### src/rtl/led_avalon_driver.sv
// led_avalon_driver: Avalon-MM slave that receives LED commands from the
// Nios II master and drives the board LEDs with hardware blink and global
// PWM brightness.
//
// Ports:
//   clk               system clock
//   reset             asynchronous, active-high reset
//   avs_address       word address: 0 DATA, 1 BLINK_MASK, 2 BLINK_PERIOD, 3 DUTY
//   avs_write         write strobe, one cycle per transfer
//   avs_writedata     write data
//   avs_read          read strobe, one cycle per transfer
//   avs_readdata      read data, holds its last value between reads
//   avs_readdatavalid one-cycle pulse when avs_readdata carries a new value
//   leds              registered LED drive, 1 = lit ([17:0] LEDR, [25:18] LEDG)
module led_avalon_driver #(
    parameter int NUM_LEDS = 26,
    parameter int PWM_BITS = 8,
    parameter int PERIOD_W = 24
) (
    input  logic                clk,
    input  logic                reset,
    input  logic [1:0]          avs_address,
    input  logic                avs_write,
    input  logic [31:0]         avs_writedata,
    input  logic                avs_read,
    output logic [31:0]         avs_readdata,
    output logic                avs_readdatavalid,
    output logic [NUM_LEDS-1:0] leds
);

    logic [NUM_LEDS-1:0] r_data;
    logic [NUM_LEDS-1:0] r_mask;
    logic [PERIOD_W-1:0] r_period;
    logic [PWM_BITS-1:0] r_duty;

    logic [PERIOD_W-1:0] r_blink_cnt;
    logic                r_blink_phase;
    logic [PWM_BITS-1:0] r_pwm_cnt;

    // First read stage: data is captured from the pre-write register values,
    // so a read and write to the same address in one cycle returns old data.
    logic                r_rd_pend;
    logic [31:0]         r_rd_buf;

    logic [31:0]         w_rd_val;
    logic                w_pwm_on;
    logic                w_period_wr;

    assign w_period_wr = avs_write && (avs_address == 2'd2);

    // Full duty is forced on so there is no dark cycle when pwm_cnt wraps.
    assign w_pwm_on = (r_duty == '1) || (r_pwm_cnt < r_duty);

    always_comb begin
        w_rd_val = '0;
        case (avs_address)
            2'd0:    w_rd_val = 32'(r_data);
            2'd1:    w_rd_val = 32'(r_mask);
            2'd2:    w_rd_val = 32'(r_period);
            default: w_rd_val = 32'(r_duty);
        endcase
    end

    // Register file
    always_ff @(posedge clk or posedge reset) begin
        if (reset) begin
            r_data   <= '0;
            r_mask   <= '0;
            r_period <= '0;
            r_duty   <= '1;
        end else if (avs_write) begin
            case (avs_address)
                2'd0:    r_data   <= avs_writedata[NUM_LEDS-1:0];
                2'd1:    r_mask   <= avs_writedata[NUM_LEDS-1:0];
                2'd2:    r_period <= avs_writedata[PERIOD_W-1:0];
                default: r_duty   <= avs_writedata[PWM_BITS-1:0];
            endcase
        end
    end

    // Read pipeline: request captured at edge N, presented after edge N+1.
    always_ff @(posedge clk or posedge reset) begin
        if (reset) begin
            r_rd_pend         <= 1'b0;
            r_rd_buf          <= '0;
            avs_readdata      <= '0;
            avs_readdatavalid <= 1'b0;
        end else begin
            r_rd_pend         <= avs_read;
            if (avs_read)
                r_rd_buf      <= w_rd_val;
            avs_readdatavalid <= r_rd_pend;
            if (r_rd_pend)
                avs_readdata  <= r_rd_buf;
        end
    end

    // Blink timer: each phase lasts exactly BLINK_PERIOD cycles. A write to
    // BLINK_PERIOD restarts the timer, so lowering the period never overruns.
    always_ff @(posedge clk or posedge reset) begin
        if (reset) begin
            r_blink_cnt   <= '0;
            r_blink_phase <= 1'b1;
        end else if (w_period_wr || (r_period == '0)) begin
            r_blink_cnt   <= '0;
            r_blink_phase <= 1'b1;
        end else if (r_blink_cnt == r_period - PERIOD_W'(1)) begin
            r_blink_cnt   <= '0;
            r_blink_phase <= ~r_blink_phase;
        end else begin
            r_blink_cnt   <= r_blink_cnt + PERIOD_W'(1);
        end
    end

    // Free-running PWM counter, wraps naturally.
    always_ff @(posedge clk or posedge reset) begin
        if (reset)
            r_pwm_cnt <= '0;
        else
            r_pwm_cnt <= r_pwm_cnt + PWM_BITS'(1);
    end

    // Blinking bits are blanked during the low phase (blink_phase = 0).
    always_ff @(posedge clk or posedge reset) begin
        if (reset)
            leds <= '0;
        else
            leds <= r_data & ~(r_mask & {NUM_LEDS{~r_blink_phase}})
                           & {NUM_LEDS{w_pwm_on}};
    end

endmodule

### config.mk
export PLATFORM = sky130hd
export DESIGN_NAME = led_avalon_driver
export DESIGN_NICKNAME = d
export VERILOG_FILES = /design/src/rtl/led_avalon_driver.sv
export SDC_FILE = /design/constraint.sdc
export NUM_CORES = 1
export LEC_CHECK = 0
export ABC_AREA = 1
export CAP_MARGIN = 10
export CORE_UTILIZATION = 59
export DETAILED_ROUTE_END_ITERATION = 10
export PLACE_DENSITY = 0.83
export SLEW_MARGIN = 10
export SYNTH_ARGS = -nofsm -noshare
export SYNTH_HDL_FRONTEND = slang
export SYNTH_SLANG_ARGS = --single-unit
export TNS_END_PERCENT = 20
### constraint.sdc
create_clock -name clk -period 17.7 [get_ports clk]
set_clock_uncertainty 0.2 [all_clocks]
set_input_delay 3.54 -clock clk [delete_from_list [all_inputs] [get_ports clk]]
set_output_delay 3.54 -clock clk [all_outputs]
set_load 0.01 [all_outputs]
==> metrics.md, run 1 <==
| Metric | Value |
|---|---|
| Status | `finished, final reports clean` |
| Total power | `roughly 1.2 mW` |
| GP Congestion | `0.923` |
| Final Setup Violations | `0` |
| Measured slew at the worst slew-check pin | `0.903 ns` |
| Reg-to-Reg Start | `r_period[0]` |
| Post-CTS setup buffer count | `0` |
| Die Height | `127 um` |
| Hold/Removal Path Class | `reg2reg` |
| Cell family with most CP delay | `buffers and inverters` |
| Fin. Hold Viols | `0` |
| Clock sinks | `a little under 200` |
| Vias per cell | `5.42` |
| Post-Syn Instances | `1108` |
| Global Route Usage Sum | `27.7%` |
| Die X | `around 130 um` |
| CP Data Arrival Time | `5.79 ns` |
| Leak pwr | `5.10 nW` |
| Non-filler cells in the finished layout | `1402` |
| Min cycle time layout | `5.63 ns` |
| Max Cap Viol | `0` |
| Clk_lat worst skew | `around 0.44 ns` |
| Wire length per cell | `15.1 um` |
| CORE AREA | `approximately 0.015 sq mm` |
| Htree depth | `4` |
| Post-Syn Area | `a little over 0.009 sq mm` |
| PostCTS Resize Cnt | `0` |
| Register area share after synthesis | `53.2%` |
| Critical Path Source | `avs_address[0]` |
| Synth async-reset ratio | `100%` |
| Final antenna-violating net count | `0` |
| Buf/Inv on CP | `3` |
| Top FF cell, synth | `dfrtp_1` |
| # IOs | `97` |
| Power Density | `111 mW/mm^2` |
| Clock Tree Root | `clkbuf_16` |
| Vias | `7598` |
| Clk buf depth | `2` |
| CP Depth | `7` |
| Peak VDD IR | `0.0859 mV` |
| Detailed Route WL | `~21000 um` |
| CTS tree | `done` |
| Commonest cells after routing, fill and taps aside | `nand2_1 (254), dfrtp_1 (188), o21ai_0 (150)` |
| NumNets Final | `1226` |
| CP Class | `in2reg` |
| Commonest non-fill, non-tap cell in the layout | `nand2_1` |
| Slowest CP cell | `clkinv_1` |
| Fin util | `71.2%` |
| Number of global-route vias before repair | `around 7000` |
| TNS Setup | `0 ns` |
| Yosys reg bits | `around 200` |
| RSZ-0062 raised after global routing | `false` |
| DP HPWL | `14100 um` |
| Area grow syn2layout | `17.0%` |
| Library cells used by synthesis | `38` |
| Clock transition at path regs | `0.07 ns` |
| First-pass GRT wire length | `34700 um` |
| Crit start category | `primary input` |
| Ys Warns | `0` |
| CP Cell Sequence | `clkdlybuf4s50_1 > inv_1 > nor2_1 > clkinv_1 > o221ai_1 > o21ai_0 > o21ai_0` |
| R2R Setup Slk | `14.93 ns` |
| Mapped Avg Cell Area | `8.38 sq um` |
| Residual DRC | `0` |
| IO Port Bufs | `84` |
| Largest net degree at the start of global routing | `133` |
| Top cell by count, worst path | `o21ai_0` |
| TritonRoute pass-1 iters | `4` |
| Share of layout cells above drive strength 1 | `6.72%` |
| Max frequency | `0.178 GHz` |
| Crit-path max cell delay | `0.67 ns` |
| CTS hold repair buffers | `0` |
| Critical path required time | `approximately 18 ns` |
| Crit path capture type | `register` |
| R2R depth | `13` |
| Crit path max fanout | `26` |
| Worst r2r dst | `r_blink_cnt[17]` |
| GRT overflow | `0` |
| CTS buffer count | `17` |
| Placed cell count | `1370` |
| Diodes inserted | `0` |
| Fin crit share | `31.8%` |
| Die ar. | `around 0.016 sq mm` |
| Starting density of the core | `between 60% and 70%` |
| Post-synth EDFFs | `0` |
| Final slew viol count | `0` |
| Max transition margin | `39.8%` |
| Initial drt markers | `651` |
| Number of placement rows | `45` |
| Worst setup path endpoint | `r_rd_buf[1]` |
| Initial antenna violation count | `0` |
[per-stage QoR]
step / setup WS [ns] / cell area [sq um] / hold slack, ns
floorplan: 8.61 / 9300 / 0.152
global placement: 11.69 / 10300 / 0.255
detailed placement: 11.67 / 10300 / 0.268
CTS: 12.12 / 10900 / 0.280
global route: 11.91 / 10900 / 0.304
finish: 12.07 / 10900 / 0.272
[per-layer routing]
metal | track usage (%) | wire (um) | part of all wire [%] | up-vias
met2 | 46.3 | 10500 | 49 | 271
li1 | - | - | - | 3653
met4 | 11.6 | 606 | 2.9 | 0
met3 | 4.48 | 1240 | 5.9 | 50
met5 | 0 | 0 | 0 | -
met1 | 36.2 | 8900 | 42 | 3624
[worst min-delay path by stage]
stage / from / end / depth (start not counted)
after floorplan: r_rd_pend / avs_readdatavalid / 0
after global placement: r_pwm_cnt[0] / r_pwm_cnt[0] / 1
after detailed placement: r_pwm_cnt[0] / r_pwm_cnt[0] / 1
after CTS: r_pwm_cnt[0] / r_pwm_cnt[0] / 1
after global routing: r_mask[4] / r_mask[4] / 2
final: r_pwm_cnt[0] / r_pwm_cnt[0] / 1
[synthesized netlist by cell type (all sizes together) (2+ instances only)]
| library cell | count | area, sq um |
|---|---|---|
| a21oi | 30 | 150 |
| buf | 10 | 91.3 |
| clkbuf | 37 | 139 |
| dfrtp | 188 | 4700 |
| dfstp | 9 | 236 |
| ha | 10 | 125 |
| inv | 142 | 533 |
| nand2 | 256 | 971 |
| nand3 | 35 | 190 |
| nand3b | 6 | 45.0 |
| nand4 | 11 | 68.8 |
| nor2 | 143 | 614 |
| nor3 | 4 | 20.0 |
| nor4 | 2 | 12.5 |
| o211ai | 13 | 97.6 |
| o21ai | 152 | 761 |
| o221ai | 12 | 105 |
| xnor2 | 16 | 140 |
| xor2 | 23 | 201 |
[cell families after synthesis]
family                     after synthesis  share of synthesized area (%)
AOI/OAI and AO/OA                      212                           12.4
xor gates and xnor gates                40                           3.94
adders and majority gates               10                           1.35
buffers and inverters                  190                           8.26
DFF                                    197                           53.2
other                                    1                         0.0404
and+or+nand+nor                        458                           20.8
[report_power, final]
part | switching, mW | total [mW] | internal [mW] | leakage, nW
registers | 0.0469 | 0.563 | 0.516 | 2.48
logic | 0.142 | 0.245 | 0.103 | 2.34
clock network | 0.174 | 0.397 | 0.224 | 0.285
total | 0.362 | 1.21 | 0.843 | 5.10
[cell type report]
class | count | area [sq um]
Sequential cell | 197 | 4940
Fill cell | 1142 | 4390
Multi-Input combinational cell | 726 | 3600
Timing Repair Buffer | 93 | 908
Inverter | 143 | 544
Clock buffer | 18 | 429
Tap cell | 211 | 264
Clock inverter | 14 | 176
[registers in the layout, indices dropped and copies added, names as in the netlist]
signal	cells
avs_readdata	26
leds	26
r_data	26
r_mask	26
r_rd_buf	26
r_blink_cnt	24
r_period	24
r_duty	8
r_pwm_cnt	8
avs_readdatavalid	1
r_blink_phase	1
r_rd_pend	1
Power figures use the tool's default switching activity.
==> run 2, diff against run 1 <==
Settings changed: CORE_UTILIZATION 59 to 57, PLACE_DENSITY 0.83 to 0.8.
Clock period 17.7 ns to 5.9 ns, I/O delays scaled along.
==> run 2 against run 1 <==
Net effect: cell count increased by 0.36%; final area increased by 0.26%; worst hold slack improved by 0.0037 ns; largest cell class unchanged.
==> metrics.md, run 2 (synthesized netlist as in run 1, its figures left out) <==
| Metric | Value |
|---|---|
| Post-CTS setup buffer count | `0 (unchanged)` |
| Fin. Hold Viols | `0 (unchanged)` |
| Buf/Inv on CP | `3 (unchanged)` |
| Total power | `3.62 mW (+200%)` |
| Crit path max fanout | `26 (unchanged)` |
| Max transition margin | `30.3% (-9.5 points)` |
| Final antenna-violating net count | `0 (unchanged)` |
| Worst Hold Launch | `r_pwm_cnt[0]` |
| Die ar. | `0.0168 sq mm (+3.5%)` |
| Reg-to-Reg Start | `r_period[0]` |
| CORE AREA | `0.0159 sq mm (+4.1%)` |
| Clk buf depth | `2 (unchanged)` |
| Pint | `2.50 mW (+200%)` |
| CP Cell Sequence | `clkdlybuf4s50_1 > inv_1 > nor2_1 > clkinv_1 > o221ai_1 > o21ai_0 > o21ai_0` |
| Vias per cell | `5.38 (-0.67%)` |
| Sw Pwr | `1.11 mW (+210%)` |
| PostCTS Resize Cnt | `0 (unchanged)` |
| Clk_lat worst skew | `0.44 ns (about the same)` |
| Peak VDD IR | `0.225 mV (+160%)` |
| Die Height | `130 um (+1.7%)` |
| IO Port Bufs | `84 (unchanged)` |
| Number of placement rows | `46 (+2.2%)` |
| Total of fill cells in the finished design | `1229 (+7.6%)` |
| R2R depth | `13 (unchanged)` |
| Pre-CTS setup slack | `2.19 ns (-9.48 ns)` |
| Worst r2r dst | `r_blink_cnt[0]` |
| Clock transition at path regs | `0.07 ns (about the same)` |
| # IOs | `97 (unchanged)` |
| Wire length per cell | `15.2 um (about the same)` |
| CP Class | `in2reg` |
| Detailed Route WL | `21300 um (+0.45%)` |
| R2R Setup Slk | `3.22 ns (-11.71 ns)` |
| Final slew viol count | `0 (unchanged)` |
| Crit start category | `primary input` |
| Max Used Layer | `met4` |
| Area grow syn2layout | `17.3%` |
| Clock Tree Root | `clkbuf_16` |
| CTS hold repair buffers | `0 (unchanged)` |
| Hold slack | `0.275 ns (+0.00373 ns)` |
| Crit-path max cell delay | `0.67 ns (about the same)` |
| Measured slew at the worst slew-check pin | `1.05 ns (+0.143 ns)` |
| Max Cap Viol | `0 (unchanged)` |
| Status | `finished, final reports clean` |
| NumNets Final | `1226 (unchanged)` |
| GP Congestion | `0.893 (-3.2%)` |
| First-pass GRT wire length | `34900 um (+0.46%)` |
| Starting density of the core | `58.4% (-2.4 points)` |
| Clock share of power | `33.0% (about the same)` |
| Met3 WL | `1120 um (-9.7%)` |
| CP Depth | `7 (unchanged)` |
| Initial drt markers | `653 (+0.31%)` |
| Fin crit share | `56.5%` |
| Min cycle time layout | `3.33 ns` |
| Vias | `7574 (-0.32%)` |
| Critical path required time | `6.06 ns (-11.80 ns)` |
| Clock sinks | `197 (unchanged)` |
| Leak pwr | `5.12 nW (+0.35%)` |
| Hold/Removal Path Class | `reg2reg` |
| Largest net degree at the start of global routing | `198 (+49%)` |
| Min-Delay Path Depth | `1 (unchanged)` |
| Crit path capture type | `register` |
| Critical Path Source | `avs_address[0]` |
| CTS buffer count | `17 (unchanged)` |
| RSZ-0062 raised after global routing | `false` |
| Switch share | `30.8% (+0.75 points)` |
| DRT met1 WL | `8910 um (+0.15%)` |
| Hold endpoint | `r_pwm_cnt[0]` |
| Share of layout cells above drive strength 1 | `6.80% (+0.084 points)` |
| Slowest CP cell | `clkinv_1` |
| Cell family with most CP delay | `buffers and inverters` |
| Commonest cells after routing, fill and taps aside | `nand2_1 (254), dfrtp_1 (188), o21ai_0 (150)` |
| Final Setup Violations | `0 (unchanged)` |
| Diodes inserted | `0 (unchanged)` |
| Initial antenna violation count | `0 (unchanged)` |
| DP HPWL | `14200 um (+0.20%)` |
| Residual DRC | `0 (unchanged)` |
| Htree depth | `4 (unchanged)` |
| Top cell by count, worst path | `o21ai_0` |
| TNS Setup | `0 ns (unchanged)` |
| Metal2 WL | `10400 um (-0.35%)` |
| GRT overflow | `0 (unchanged)` |
| Register share of total power | `46.6% (about the same)` |
| Commonest non-fill, non-tap cell in the layout | `nand2_1` |
| Post-route setup slack | `2.57 ns (-9.50 ns)` |
| Comb pwr share | `20.3% (about the same)` |
| Max frequency | `0.300 GHz` |
| Die X | `130 um (+1.7%)` |
| Global Route Usage Sum | `27.2% (-0.50 points)` |
| TritonRoute pass-1 iters | `5 (+1)` |
| CP Data Arrival Time | `3.49 ns (-2.30 ns)` |
| Number of global-route vias before repair | `7254 (+3.1%)` |
| Power Density | `332 mW/mm^2 (+200%)` |
| CTS tree | `done` |
[run 2: cell types whose count changed in the layout (fill, tap and decap cells not counted)]
cell | before | now
buf_12 | 0 | 1
buf_4 | 9 | 8
clkinv_8 | 0 | 3
clkinv_4 | 2 | 4
clkbuf_1 | 1 | 0
bufinv_16 | 3 | 2
clkinvlp_4 | 4 | 1
[run 2: how the worst max path moves through the flow]
stage / endpoint / slack, ns
2_1_floorplan: avs_readdata[0] / 1.98
3_3_place_gp: r_rd_buf[1] / 2.21
3_5_place_dp: r_rd_buf[3] / 2.19
4_1_cts: r_rd_buf[8] / 2.59
5_1_grt: r_rd_buf[3] / 2.44
6_report: r_rd_buf[0] / 2.57
[run 2: power by group through the flow]
stage,clock (mW),sequential (mW),combinational (mW)
floorplan,0,1.70,0.442
global placement,0,1.70,0.708
detailed placement,0,1.71,0.729
CTS,1.21,1.68,0.739
global route,1.26,1.71,0.833
finish,1.19,1.69,0.735
[run 2: stage by stage]
stage,instances,instance area (sq um),utilization (%)
2_1_floorplan,1113,9310,-
3_3_place_gp,1375,10300,64.7
3_5_place_dp,1375,10300,64.7
4_1_cts,1407,10900,68.6
5_1_grt,1407,10900,68.6
6_report,1407,10900,68.6
[run 2: routing by layer]
metal	up-vias	GRT usage, %
met4	0	15.0
li1	3639	-
met1	3612	34.9
met5	-	0
met2	265	44.9
met3	58	4.00
[run 2: final cells by class]
| class | count | area [sq um] | area share [%] |
|---|---|---|---|
| flip-flops and latches | 197 | 4940 | 45.4 |
| well taps | 216 | 270 | 2.48 |
| clock inverters | 15 | 194 | 1.78 |
| inverters | 143 | 541 | 4.96 |
| multi-input cells | 726 | 3600 | 33.1 |
| clock buffers | 17 | 425 | 3.91 |
| repair buffers | 93 | 921 | 8.45 |
==> run 3, diff against run 2 <==
Clock period 5.9 ns to 3.46 ns, I/O delays scaled along.
==> run 3 against run 2 <==
Net effect: critical path depth up 6; final area up 0.20%; register-to-register slack worse by 2.4 ns.
==> metrics.md, run 3 (synthesized netlist as in run 1, its figures left out) <==
| Metric | Value |
|---|---|
| CP Cell Sequence | `inv_2 > ha_1 > nand2_1 > nor2_4 > nand2_1 > nand2_1 > nand3_1 > nor2_1 > nand3_1 > nor2_2 > nand3_2 > nand2_4 > nor2_1` |
| Area grow syn2layout | `17.6%` |
| Wire length per cell | `15.0 um (-0.85%)` |
| First-pass GRT wire length | `35300 um (+1.1%)` |
| Share of layout cells above drive strength 1 | `6.95% (+0.14 points)` |
| NumNets Final | `1230 (+0.33%)` |
| Die ar. | `0.0168 sq mm (unchanged)` |
| Crit path max fanout | `24 (-7.7%)` |
| Clock sinks | `197 (unchanged)` |
| Status | `finished, final reports clean` |
| Detailed Route WL | `21200 um (-0.57%)` |
| DP HPWL | `14700 um (+3.7%)` |
| Vias | `7528 (-0.61%)` |
| Global Route Usage Sum | `27.4% (+0.13 points)` |
| Max frequency | `0.376 GHz` |
| Hold/Removal Path Class | `reg2reg` |
| Placed cell count | `1379 (+0.29%)` |
| Leak pwr | `5.13 nW (+0.18%)` |
| Measured slew at the worst slew-check pin | `0.674 ns (-0.371 ns)` |
| IO Port Bufs | `84 (unchanged)` |
| Crit path capture type | `register` |
| Switch share | `30.9% (+0.12 points)` |
| GRT overflow | `0 (unchanged)` |
| Hold slack | `0.288 ns (+0.0128 ns)` |
| Clock Tree Root | `clkbuf_16` |
| CP Data Arrival Time | `2.78 ns (-0.71 ns)` |
| GP Congestion | `0.887 (-0.68%)` |
| Pre-CTS setup slack | `0.746 ns (-1.44 ns)` |
| Diodes inserted | `0 (unchanged)` |
| Starting density of the core | `58.4% (unchanged)` |
| Peak VDD IR | `0.406 mV (+80%)` |
| TNS Setup | `0 ns (unchanged)` |
| CTS buffer count | `17 (unchanged)` |
| Slowest CP cell | `dfrtp_1` |
| Vias per cell | `5.34 (-0.89%)` |
| Top cell by count, worst path | `nand2_1` |
| Number of global-route vias before repair | `7034 (-3.0%)` |
| Clk_lat worst skew | `0.44 ns (about the same)` |
| Clock transition at path regs | `0.07 ns (about the same)` |
| Min cycle time layout | `2.66 ns` |
| CORE AREA | `0.0159 sq mm (unchanged)` |
| RSZ-0062 raised after global routing | `false` |
| Buf/Inv on CP | `1 (-2)` |
| Non-filler cells in the finished layout | `1411 (+0.28%)` |
| Number of placement rows | `46 (unchanged)` |
| Fin. Hold Viols | `0 (unchanged)` |
| TritonRoute pass-1 iters | `5 (unchanged)` |
| Largest net degree at the start of global routing | `57 (-71%)` |
| Critical path required time | `3.58 ns (-2.48 ns)` |
| Initial antenna violation count | `0 (unchanged)` |
| Fin crit share | `76.8%` |
| CTS tree | `done` |
| Final Setup Violations | `0 (unchanged)` |
| Pint | `4.21 mW (+68%)` |
| Cell family with most CP delay | `simple AND/OR/NAND/NOR gates` |
| CP Class | `reg2reg` |
| Die X | `130 um (unchanged)` |
| Max Cap Viol | `0 (unchanged)` |
| Final slew viol count | `0 (unchanged)` |
| Htree depth | `4 (unchanged)` |
| Initial drt markers | `811 (+24%)` |
| Comb pwr share | `20.8% (+0.5 points)` |
| # IOs | `97 (unchanged)` |
| Commonest cells after routing, fill and taps aside | `nand2_1 (254), dfrtp_1 (188), o21ai_0 (150)` |
| Crit start category | `register` |
| Register share of total power | `47.1% (+0.5 points)` |
| Commonest non-fill, non-tap cell in the layout | `nand2_1` |
| Power Density | `559 mW/mm^2 (+68%)` |
| Clock share of power | `32.2% (-0.8 points)` |
| Residual DRC | `0 (unchanged)` |
| Max transition margin | `55.0% (+25 points)` |
| PostCTS Resize Cnt | `0 (unchanged)` |
| Post-route setup slack | `0.801 ns (-1.77 ns)` |
| Post-CTS setup buffer count | `0 (unchanged)` |
| Crit-path max cell delay | `0.40 ns (-0.27 ns)` |
| Final antenna-violating net count | `0 (unchanged)` |
| Total of fill cells in the finished design | `1286 (+4.6%)` |
| Fin util | `68.7% (+0.13 points)` |
| Die Height | `130 um (unchanged)` |
| Sw Pwr | `1.89 mW (+69%)` |
| Clk buf depth | `2 (unchanged)` |
| CTS hold repair buffers | `0 (unchanged)` |
-- run 3: cell count changes in the layout (fill, tap and decap cells not counted), moves of 2 or more --
cell / previous run / this run
buf_12: 1 / 3
buf_4: 8 / 10
clkinv_8: 3 / 1
inv_8: 2 / 4
clkbuf_1: 0 / 2
-- run 3: tightest hold or removal path, stage by stage, from the launching register on --
cell and delay, ns:
dfrtp_1 0.35, nand2_1 0.05, o21ai_0 0.06
-- run 3: final timing paths --
| check | startpoint | slack [ns] | cells past startpoint | to |
|---|---|---|---|---|
| hold / removal | r_mask[17] | 0.29 | 2 | r_mask[17] |
| min in group asynchronous | reset | 0.49 | 2 | r_pwm_cnt[3] |
| hold reg to reg | r_mask[17] | 0.29 | 2 | r_mask[17] |
| setup / recovery | r_period[0] | 0.80 | 13 | r_blink_cnt[0] |
| setup reg to reg | r_period[0] | 0.80 | 13 | r_blink_cnt[0] |
| max in group asynchronous | reset | 1.83 | 3 | r_blink_phase |
-- run 3: cell type report --
class	count	area [sq um]	area share, %
clock inverter	12	139	1.27
timing repair buffer	97	976	8.94
multi-input combinational	726	3600	33.0
inverter	143	541	4.95
tap	216	270	2.48
sequential	197	4940	45.3
clock buffer	20	447	4.09
-- run 3: metal layers --
metal  track usage, %  share of wire [%]  routed length (um)  vias up
met4             9.30                1.9                 412        0
li1                 -                  -                   -     3655
met3             4.00                5.9                1240       35
met2             45.9                 50               10600      260
met1             36.7                 42                8910     3578
met5                0                  0                   0        -
-- run 3: metrics by stage --
stage	cell area, sq um	total power, mW
global route	10900	6.41
CTS	10900	6.11
detailed placement	10300	4.16
floorplan	9310	3.66
finish	10900	6.10
global placement	10300	4.12
-- run 3: power by group through the flow --
stage | combinational, mW | sequential (mW) | clock, mW
finish | 1.27 | 2.87 | 1.96
global route | 1.44 | 2.91 | 2.06
CTS | 1.27 | 2.87 | 1.97
detailed placement | 1.26 | 2.91 | 0
floorplan | 0.754 | 2.91 | 0
global placement | 1.22 | 2.90 | 0
